$ cat src/rtl/eth_rx_dst_mac_filter_if.sv
`timescale 1ns/1ps
`default_nettype none
// ============================================================================
//  Module      : eth_rx_dst_mac_filter_if
//  Description : 8-bit AXI-Stream link (data, valid, ready, last, user)
//                used on both sides of the destination-MAC filter.
//  Revision    : 1.0 - initial release
// ============================================================================
interface eth_rx_dst_mac_filter_if;
    logic [7:0] tdata;
    logic       tvalid;
    logic       tready;
    logic       tlast;
    logic       tuser;

    // Stream source: drives the payload, observes back-pressure.
    modport master (output tdata, output tvalid, output tlast, output tuser, input tready);
    // Stream sink: observes the payload, drives back-pressure.
    modport slave  (input tdata, input tvalid, input tlast, input tuser, output tready);
endinterface

`default_nettype wire

$ cat src/rtl/eth_rx_dst_mac_filter.sv
`timescale 1ns/1ps
`default_nettype none
// ============================================================================
//  Module      : eth_rx_dst_mac_filter
//  Description : Buffers the 6-byte destination MAC of each received frame,
//                checks it against station / broadcast / multicast /
//                promiscuous rules, replays accepted frames unchanged and
//                silently drains rejected or runt frames. Keeps saturating
//                accepted / dropped / runt counters.
//  Revision    : 1.0 - initial release
// ============================================================================
module eth_rx_dst_mac_filter #(
    parameter int CNT_WIDTH = 32
) (
    input  wire                  logic_clk,
    input  wire                  logic_rst_n,
    eth_rx_dst_mac_filter_if.slave  s_axis,
    eth_rx_dst_mac_filter_if.master m_axis,
    input  wire [47:0]           mac_addr_i,
    input  wire                  promisc_i,
    input  wire                  bcast_en_i,
    input  wire                  mcast_en_i,
    output logic [CNT_WIDTH-1:0] accepted_cnt_o,
    output logic [CNT_WIDTH-1:0] dropped_cnt_o,
    output logic [CNT_WIDTH-1:0] runt_cnt_o
);

    localparam logic [CNT_WIDTH-1:0] c_CNT_ONE = {{(CNT_WIDTH-1){1'b0}}, 1'b1};

    typedef enum logic [1:0] {
        ST_HDR    = 2'd0,
        ST_REPLAY = 2'd1,
        ST_PASS   = 2'd2,
        ST_DROP   = 2'd3
    } state_t;

    state_t     r_state, w_state_nxt;
    logic [2:0] r_idx, w_idx_nxt;          // header byte being captured
    logic [2:0] r_rep, w_rep_nxt;          // header byte being replayed
    logic [7:0] r_hdr [0:5];
    logic       r_last5, r_user5;          // tlast/tuser seen on header byte 5

    logic [47:0] w_dst;
    logic        w_accept;
    logic        w_hdr_we, w_lat5;
    logic        w_inc_acc, w_inc_drop, w_inc_runt;
    logic        w_s_ready, w_m_valid, w_m_last, w_m_user;
    logic [7:0]  w_m_data;

    // The incoming byte completes the address when it is header byte 5.
    assign w_dst    = {r_hdr[0], r_hdr[1], r_hdr[2], r_hdr[3], r_hdr[4], s_axis.tdata};
    assign w_accept = promisc_i
                    | (w_dst == mac_addr_i)
                    | (bcast_en_i & (w_dst == 48'hFFFF_FFFF_FFFF))
                    | (mcast_en_i & w_dst[40]);

    // Next-state, datapath steering and counter-event decode.
    always_comb begin
        w_state_nxt = r_state;
        w_idx_nxt   = r_idx;
        w_rep_nxt   = r_rep;
        w_hdr_we    = 1'b0;
        w_lat5      = 1'b0;
        w_inc_acc   = 1'b0;
        w_inc_drop  = 1'b0;
        w_inc_runt  = 1'b0;
        w_s_ready   = 1'b0;
        w_m_valid   = 1'b0;
        w_m_data    = 8'h00;
        w_m_last    = 1'b0;
        w_m_user    = 1'b0;
        case (r_state)
            ST_HDR: begin
                w_s_ready = 1'b1;
                if (s_axis.tvalid) begin
                    w_hdr_we = 1'b1;
                    if (r_idx == 3'd5) begin
                        w_lat5    = 1'b1;
                        w_idx_nxt = 3'd0;
                        if (w_accept) begin
                            w_state_nxt = ST_REPLAY;
                            w_rep_nxt   = 3'd0;
                        end else if (s_axis.tlast) begin
                            w_inc_drop = 1'b1;
                        end else begin
                            w_state_nxt = ST_DROP;
                        end
                    end else if (s_axis.tlast) begin
                        w_inc_runt = 1'b1;
                        w_idx_nxt  = 3'd0;
                    end else begin
                        w_idx_nxt = r_idx + 3'd1;
                    end
                end
            end
            ST_REPLAY: begin
                w_m_valid = 1'b1;
                w_m_data  = r_hdr[r_rep];
                if (r_rep == 3'd5) begin
                    w_m_last = r_last5;
                    w_m_user = r_user5;
                end
                if (m_axis.tready) begin
                    if (r_rep == 3'd5) begin
                        if (r_last5) begin
                            w_inc_acc   = 1'b1;
                            w_state_nxt = ST_HDR;
                        end else begin
                            w_state_nxt = ST_PASS;
                        end
                    end else begin
                        w_rep_nxt = r_rep + 3'd1;
                    end
                end
            end
            ST_PASS: begin
                w_s_ready = m_axis.tready;
                w_m_valid = s_axis.tvalid;
                w_m_data  = s_axis.tdata;
                w_m_last  = s_axis.tlast;
                w_m_user  = s_axis.tuser;
                if (s_axis.tvalid && m_axis.tready && s_axis.tlast) begin
                    w_inc_acc   = 1'b1;
                    w_state_nxt = ST_HDR;
                end
            end
            default: begin  // ST_DROP
                w_s_ready = 1'b1;
                if (s_axis.tvalid && s_axis.tlast) begin
                    w_inc_drop  = 1'b1;
                    w_state_nxt = ST_HDR;
                end
            end
        endcase
    end

    // Both handshake outputs are forced low while reset is held.
    assign s_axis.tready = w_s_ready & logic_rst_n;
    assign m_axis.tvalid = w_m_valid & logic_rst_n;
    assign m_axis.tdata  = w_m_data;
    assign m_axis.tlast  = w_m_last;
    assign m_axis.tuser  = w_m_user;

    // State register plus the end-of-header flags.
    always_ff @(posedge logic_clk) begin
        if (!logic_rst_n) begin
            r_state <= ST_HDR;
            r_idx   <= 3'd0;
            r_rep   <= 3'd0;
            r_last5 <= 1'b0;
            r_user5 <= 1'b0;
        end else begin
            r_state <= w_state_nxt;
            r_idx   <= w_idx_nxt;
            r_rep   <= w_rep_nxt;
            if (w_lat5) begin
                r_last5 <= s_axis.tlast;
                r_user5 <= s_axis.tuser;
            end
        end
    end

    // Header byte capture; contents are don't-care until written.
    always_ff @(posedge logic_clk) begin
        if (w_hdr_we && logic_rst_n) begin
            r_hdr[r_idx] <= s_axis.tdata;
        end
    end

    // Saturating frame counters; the FSM raises at most one event per cycle.
    always_ff @(posedge logic_clk) begin
        if (!logic_rst_n) begin
            accepted_cnt_o <= '0;
            dropped_cnt_o  <= '0;
            runt_cnt_o     <= '0;
        end else begin
            if (w_inc_acc && !(&accepted_cnt_o)) accepted_cnt_o <= accepted_cnt_o + c_CNT_ONE;
            if (w_inc_drop && !(&dropped_cnt_o)) dropped_cnt_o  <= dropped_cnt_o + c_CNT_ONE;
            if (w_inc_runt && !(&runt_cnt_o))    runt_cnt_o     <= runt_cnt_o + c_CNT_ONE;
        end
    end

endmodule

`default_nettype wire

$ cat src/flat_wrapper.sv
// flat-port wrapper written by rule: the top's interface ports become plain ports
module eth_rx_dst_mac_filter_flat 
#(
    parameter int CNT_WIDTH = 32
)
  (logic_clk, logic_rst_n, mac_addr_i, promisc_i, bcast_en_i, mcast_en_i, accepted_cnt_o, dropped_cnt_o, runt_cnt_o, s_axis_tdata, s_axis_tvalid, s_axis_tlast, s_axis_tuser, s_axis_tready, m_axis_tdata, m_axis_tvalid, m_axis_tlast, m_axis_tuser, m_axis_tready);
  eth_rx_dst_mac_filter_if s_axis_i ();
  eth_rx_dst_mac_filter_if m_axis_i ();
  input  wire logic_clk;
  input  wire logic_rst_n;
  input  wire [47:0] mac_addr_i;
  input  wire promisc_i;
  input  wire bcast_en_i;
  input  wire mcast_en_i;
  output logic [CNT_WIDTH-1:0] accepted_cnt_o;
  output logic [CNT_WIDTH-1:0] dropped_cnt_o;
  output logic [CNT_WIDTH-1:0] runt_cnt_o;
  input wire logic [$bits(s_axis_i.tdata)-1:0] s_axis_tdata;
  input wire logic [$bits(s_axis_i.tvalid)-1:0] s_axis_tvalid;
  input wire logic [$bits(s_axis_i.tlast)-1:0] s_axis_tlast;
  input wire logic [$bits(s_axis_i.tuser)-1:0] s_axis_tuser;
  output wire logic [$bits(s_axis_i.tready)-1:0] s_axis_tready;
  output wire logic [$bits(m_axis_i.tdata)-1:0] m_axis_tdata;
  output wire logic [$bits(m_axis_i.tvalid)-1:0] m_axis_tvalid;
  output wire logic [$bits(m_axis_i.tlast)-1:0] m_axis_tlast;
  output wire logic [$bits(m_axis_i.tuser)-1:0] m_axis_tuser;
  input wire logic [$bits(m_axis_i.tready)-1:0] m_axis_tready;
  assign s_axis_i.tdata = s_axis_tdata;
  assign s_axis_i.tvalid = s_axis_tvalid;
  assign s_axis_i.tlast = s_axis_tlast;
  assign s_axis_i.tuser = s_axis_tuser;
  assign s_axis_tready = s_axis_i.tready;
  assign m_axis_tdata = m_axis_i.tdata;
  assign m_axis_tvalid = m_axis_i.tvalid;
  assign m_axis_tlast = m_axis_i.tlast;
  assign m_axis_tuser = m_axis_i.tuser;
  assign m_axis_i.tready = m_axis_tready;
  eth_rx_dst_mac_filter #(.CNT_WIDTH(CNT_WIDTH)) u_core (.logic_clk(logic_clk), .logic_rst_n(logic_rst_n), .s_axis(s_axis_i), .m_axis(m_axis_i), .mac_addr_i(mac_addr_i), .promisc_i(promisc_i), .bcast_en_i(bcast_en_i), .mcast_en_i(mcast_en_i), .accepted_cnt_o(accepted_cnt_o), .dropped_cnt_o(dropped_cnt_o), .runt_cnt_o(runt_cnt_o));
endmodule
$ cat config.mk
export PLATFORM = sky130hd
export DESIGN_NAME = eth_rx_dst_mac_filter_flat
export DESIGN_NICKNAME = d
export VERILOG_FILES = /design/src/rtl/eth_rx_dst_mac_filter_if.sv /design/src/rtl/eth_rx_dst_mac_filter.sv /design/src/flat_wrapper.sv
export SDC_FILE = /design/constraint.sdc
export NUM_CORES = 1
export LEC_CHECK = 0
export CAP_MARGIN = 20
export CELL_PAD_IN_SITES_DETAIL_PLACEMENT = 1
export CELL_PAD_IN_SITES_GLOBAL_PLACEMENT = 1
export CORE_MARGIN = 1
export CORE_UTILIZATION = 36
export CTS_CLUSTER_DIAMETER = 40
export DETAILED_ROUTE_END_ITERATION = 8
export GPL_TIMING_DRIVEN = 1
export MAX_ROUTING_LAYER = met4
export PLACE_DENSITY = 0.83
export SLEW_MARGIN = 20
export SYNTH_ARGS = -nofsm -noshare
export SYNTH_HDL_FRONTEND = slang
export SYNTH_SLANG_ARGS = --single-unit
$ cat constraint.sdc
create_clock -name logic_clk -period 2.6 [get_ports logic_clk]
set_clock_uncertainty 0.2 [all_clocks]
set_input_delay 0.26 -clock logic_clk [delete_from_list [all_inputs] [get_ports logic_clk]]
set_output_delay 0.26 -clock logic_clk [all_outputs]
set_load 0.05 [all_outputs]
==> impl_metrics.xml <==
<?xml version="1.0" encoding="UTF-8"?>
<metrics>
  <group name="setup_path">
    <metric name="timing.rr.end" unit="">u_core.dropped_cnt_o[19]$_SDFFE_PN0P_</metric>
    <metric name="ff2ff_path_depth" unit="">10</metric>
    <metric name="critical_path.reg2reg.startpoint" unit="">u_core.r_hdr[2][0]$_DFFE_PP_</metric>
    <metric name="criticalPathCategory" unit="">flop to flop</metric>
    <metric name="startpoint_type" unit="">flop</metric>
    <metric name="worstPathMaxFanout" unit="">16</metric>
    <metric name="setup.reg_to_reg.worst_slack" unit="ns">-0.47</metric>
    <metric name="cp_data_arrival_time" unit="ns">3.17</metric>
    <metric name="crit_path_end_kind" unit="">flop</metric>
    <metric name="cp.required" unit="ns">2.70</metric>
  </group>
  <group name="pwr">
    <metric name="swShare" unit="%">30.0</metric>
    <metric name="seq_power_share" unit="%">41.3</metric>
    <metric name="power.share.clock" unit="%">37.6</metric>
    <metric name="internal_power" unit="mW">4.88</metric>
    <metric name="p_per_area" unit="nW/um^2">531</metric>
    <metric name="static_leakage_power" unit="nW">4.53</metric>
    <metric name="peakVddDrop" unit="uV">518</metric>
    <metric name="comb_power_share" unit="%">21.1</metric>
    <metric name="switching_power" unit="mW">2.10</metric>
    <metric name="power" unit="mW">6.98</metric>
  </group>
  <group name="final_layout">
    <metric name="layout.nets" unit="">1237</metric>
    <metric name="mostFrequentLayoutCell" unit="">clkdlybuf4s50_1</metric>
    <metric name="final_cell_area" unit="sq um">13100</metric>
    <metric name="area.growth.synth_to_final" unit="%">52.8</metric>
    <metric name="layout.cells.most_common_list" unit="">clkdlybuf4s50_1 (160), buf_4 (131), dfxtp_1 (71), nor2_1 (66), edfxtp_1 (64)</metric>
    <metric name="layout-drive-gt1-share" unit="%">29.8</metric>
    <metric name="fill_cell_count" unit="">2534</metric>
  </group>
  <group name="clock_network">
    <metric name="worst_setup_hold_path_clk_slew" unit="ns">0.07</metric>
    <metric name="cts.sink_count" unit="">173</metric>
    <metric name="clock_tree.htree_level_count" unit="">4</metric>
    <metric name="clock_network_latency_to_the_later_pin_of_the_worst_skew_pair" unit="ns">0.44</metric>
    <metric name="max-clock-path-buffers" unit="">2</metric>
    <metric name="clock_tree.root_cell" unit="">clkbuf_16</metric>
    <metric name="cts-buffers-inserted" unit="">17</metric>
    <metric name="cts_tree" unit="">built</metric>
  </group>
  <group name="die">
    <metric name="placement_rows" unit="">56</metric>
    <metric name="die_h" unit="um">157</metric>
    <metric name="initial_core_util" unit="%">36.7</metric>
    <metric name="boundaryPins" unit="">173</metric>
    <metric name="core_area" unit="sq um">23500</metric>
    <metric name="die_w" unit="um">157</metric>
    <metric name="area_enclosed_by_the_die_boundary" unit="sq um">24500</metric>
  </group>
  <group name="global_routing">
    <metric name="global_route.overflow_total" unit="">0</metric>
    <metric name="first_global_vias" unit="">8957</metric>
    <metric name="pin_count_of_the_biggest_net_entering_global_routing" unit="">101</metric>
    <metric name="grt_pass1_wl" unit="um">50300</metric>
    <metric name="global_route.usage.total" unit="%">27.6</metric>
    <metric name="grt_antenna_before_repair" unit="">1</metric>
  </group>
  <group name="synthesis">
    <metric name="postSynth.asyncResetShare" unit="%">0</metric>
    <metric name="seq_area_frac_synth" unit="%">47.7</metric>
    <metric name="netlist_area" unit="sq um">8610</metric>
    <metric name="syn_avg_cell_area" unit="sq um">9.97</metric>
    <metric name="most_used_flip_flop_cell_after_synthesis" unit="">dfxtp_1</metric>
    <metric name="synthDistinctLibCells" unit="">50</metric>
    <metric name="post_synthesis_cells" unit="">863</metric>
    <metric name="synth_enable_flop_cells" unit="">64</metric>
    <metric name="synthesis.yosys.warnings" unit="">0</metric>
    <metric name="postSynthRegisterBits" unit="">173</metric>
    <metric name="mappedNetlistNets" unit="">939</metric>
  </group>
  <group name="sta">
    <metric name="slew_worst_pin" unit="ns">0.583</metric>
    <metric name="setup_repair_after_global_routing_missed_its_margin" unit="">true</metric>
    <metric name="finalCriticalPeriod" unit="ns">3.07</metric>
    <metric name="report.final.setup_viol" unit="">54</metric>
    <metric name="final_min_period_over_clock_period" unit="%">118</metric>
    <metric name="post-route-worst-setup-slack" unit="ns">-0.469</metric>
    <metric name="slew_headroom" unit="%">61.0</metric>
    <metric name="whs" unit="ns">0.294</metric>
    <metric name="finalSetupTns" unit="ns">-16.46</metric>
    <metric name="drv_slew" unit="">0</metric>
    <metric name="achievable-frequency" unit="MHz">326</metric>
    <metric name="final_hold_viol_count" unit="">0</metric>
  </group>
  <group name="routing">
    <metric name="post_drt_via_cell_ratio" unit="">5.75</metric>
    <metric name="drt_pre_antenna_iters" unit="">5</metric>
    <metric name="vias" unit="">8597</metric>
    <metric name="detail_route.iter0.violations" unit="">601</metric>
    <metric name="drt_drc_violations_left" unit="">0</metric>
    <metric name="detail_route.wirelength" unit="um">34400</metric>
    <metric name="antenna_left" unit="">0</metric>
    <metric name="wl_cell" unit="um">23.0</metric>
  </group>
  <group name="flow_run">
    <metric name="drv_cap" unit="">0</metric>
  </group>
  <group name="status">
    <metric name="violations" unit="">negative setup slack</metric>
    <metric name="run_status" unit="">complete, but fails checks</metric>
  </group>
  <group name="placed_design">
    <metric name="place.port_buffers" unit="">172</metric>
    <metric name="gp_congestion" unit="">0.851</metric>
    <metric name="place_hpwl" unit="um">21100</metric>
    <metric name="placed_cell_area" unit="sq um">11600</metric>
  </group>
  <group name="min_path">
    <metric name="min_path_type" unit="">flop to flop</metric>
    <metric name="hold-path-endpoint" unit="">u_core.runt_cnt_o[1]$_SDFFE_PN0P_</metric>
    <metric name="hold_wc_startpoint" unit="">u_core.runt_cnt_o[1]$_SDFFE_PN0P_</metric>
    <metric name="hold_depth" unit="">2</metric>
  </group>
</metrics>
-- cell type report --
class	instances	area (sq um)	area share, %
Clock buffer	17	425	3.24
Antenna cell	1	2.50	0.0190
Sequential cell	173	4170	31.7
Tap cell	319	399	3.04
Multi-Input combinational cell	621	4720	35.9
Inverter	22	87.6	0.666
Timing Repair Buffer	326	3170	24.1
Clock inverter	15	173	1.31
-- state kept, by name, indices dropped and copies added, names as in the netlist, named ones only --
name	cells
u_core.accepted_cnt_o	32
u_core.r_idx	3
u_core.dropped_cnt_o	32
u_core.runt_cnt_o	32
u_core.r_hdr	64
u_core.r_rep	3
u_core.r_user5	1
u_core.r_state	2
u_core.r_last5	1
-- cells in the mapped netlist, types with 22 or more instances --
library cell / instances / area share [%]
clkbuf_1: 38 / 1.7
o31ai_1: 26 / 2.3
xor2_1: 63 / 6.4
o21ai_0: 23 / 1.3
xnor2_1: 31 / 3.2
inv_1: 22 / 0.96
nand2_1: 43 / 1.9
nor2_1: 66 / 2.9
dfxtp_1: 109 / 25
or3_1: 25 / 1.8
a21oi_1: 57 / 3.3
nor3_1: 23 / 1.3
nand4_1: 51 / 3.7
nand3_1: 39 / 2.3
edfxtp_1: 64 / 22
or4_1: 26 / 2.3
-- through the flow --
step           util [%]  std cells  setup WS (ns)
2_1_floorplan         -        863        -0.0978
5_1_grt            56.0       1494         -0.472
4_1_cts            54.5       1486         -0.248
3_5_place_dp       49.6       1432         -0.710
6_report           56.0       1494         -0.469
3_3_place_gp       49.6       1432         -0.547
-- power groups by stage --
stage               logic (mW)  registers [mW]  clock network (mW)
finish                    1.47            2.88                2.62
global route              1.55            2.89                2.77
CTS                       1.33            2.88                2.67
detailed placement        1.13            2.94                   0
global placement          1.09            2.93                   0
floorplan                0.560            2.95                   0
-- cell families after synthesis --
kind of cell | after synthesis | synth area share (%)
simple gates | 356 | 22.8
buf+inv | 69 | 3.26
fa+ha+maj | 11 | 1.60
compound gates | 134 | 9.61
flops | 173 | 47.7
xor+xnor | 94 | 9.57
mux | 26 | 5.47
-- critical path, stage by stage, from the launching register on --
cell and delay (ns):
edfxtp_1 0.44, xor2_1 0.20, nor4_1 0.41, nand4_1 0.28
buf_4 0.22, o311a_4 0.38, a21oi_4 0.24, buf_4 0.17
buf_12 0.14, or4_1 0.17, a21oi_1 0.08
-- metal layers --
| layer | track usage (%) | up-vias | routed length (um) |
|---|---|---|---|
| li1 | - | 3821 | - |
| met1 | 30.7 | 4273 | 13000 |
| met2 | 47.6 | 398 | 17400 |
| met3 | 6.09 | 105 | 2640 |
| met4 | 11.9 | 0 | 1290 |
| met5 | - | - | 0 |
-- how the worst max path moves through the flow --
stage,start,end,slack [ns],depth (start not counted)
detailed placement,mac_addr_i[10],flop,-0.71,10
floorplan,u_core.dropped_cnt_o[10]$_SDFFE_PN0P_,u_core.dropped_cnt_o[19]$_SDFFE_PN0P_,-0.1,10
CTS,u_core.r_hdr[0][6]$_DFFE_PP_,u_core.dropped_cnt_o[11]$_SDFFE_PN0P_,-0.25,12
global route,u_core.r_hdr[3][7]$_DFFE_PP_,u_core.dropped_cnt_o[19]$_SDFFE_PN0P_,-0.47,11
global placement,mac_addr_i[31],u_core.r_rep[0]$_SDFFE_PN0N_,-0.55,9
finish,u_core.r_hdr[2][0]$_DFFE_PP_,u_core.dropped_cnt_o[19]$_SDFFE_PN0P_,-0.47,10
-- repair_timing --
item,CTS,global route
endpoints found under the setup margin,63,83
gates cloned,6,1
pin swaps,43,42
hold endpoints to repair,0,0
hold buffers,0,0
gates resized for setup,66,72
setup buffers,16,10
(Power assumes the default switching activity.)
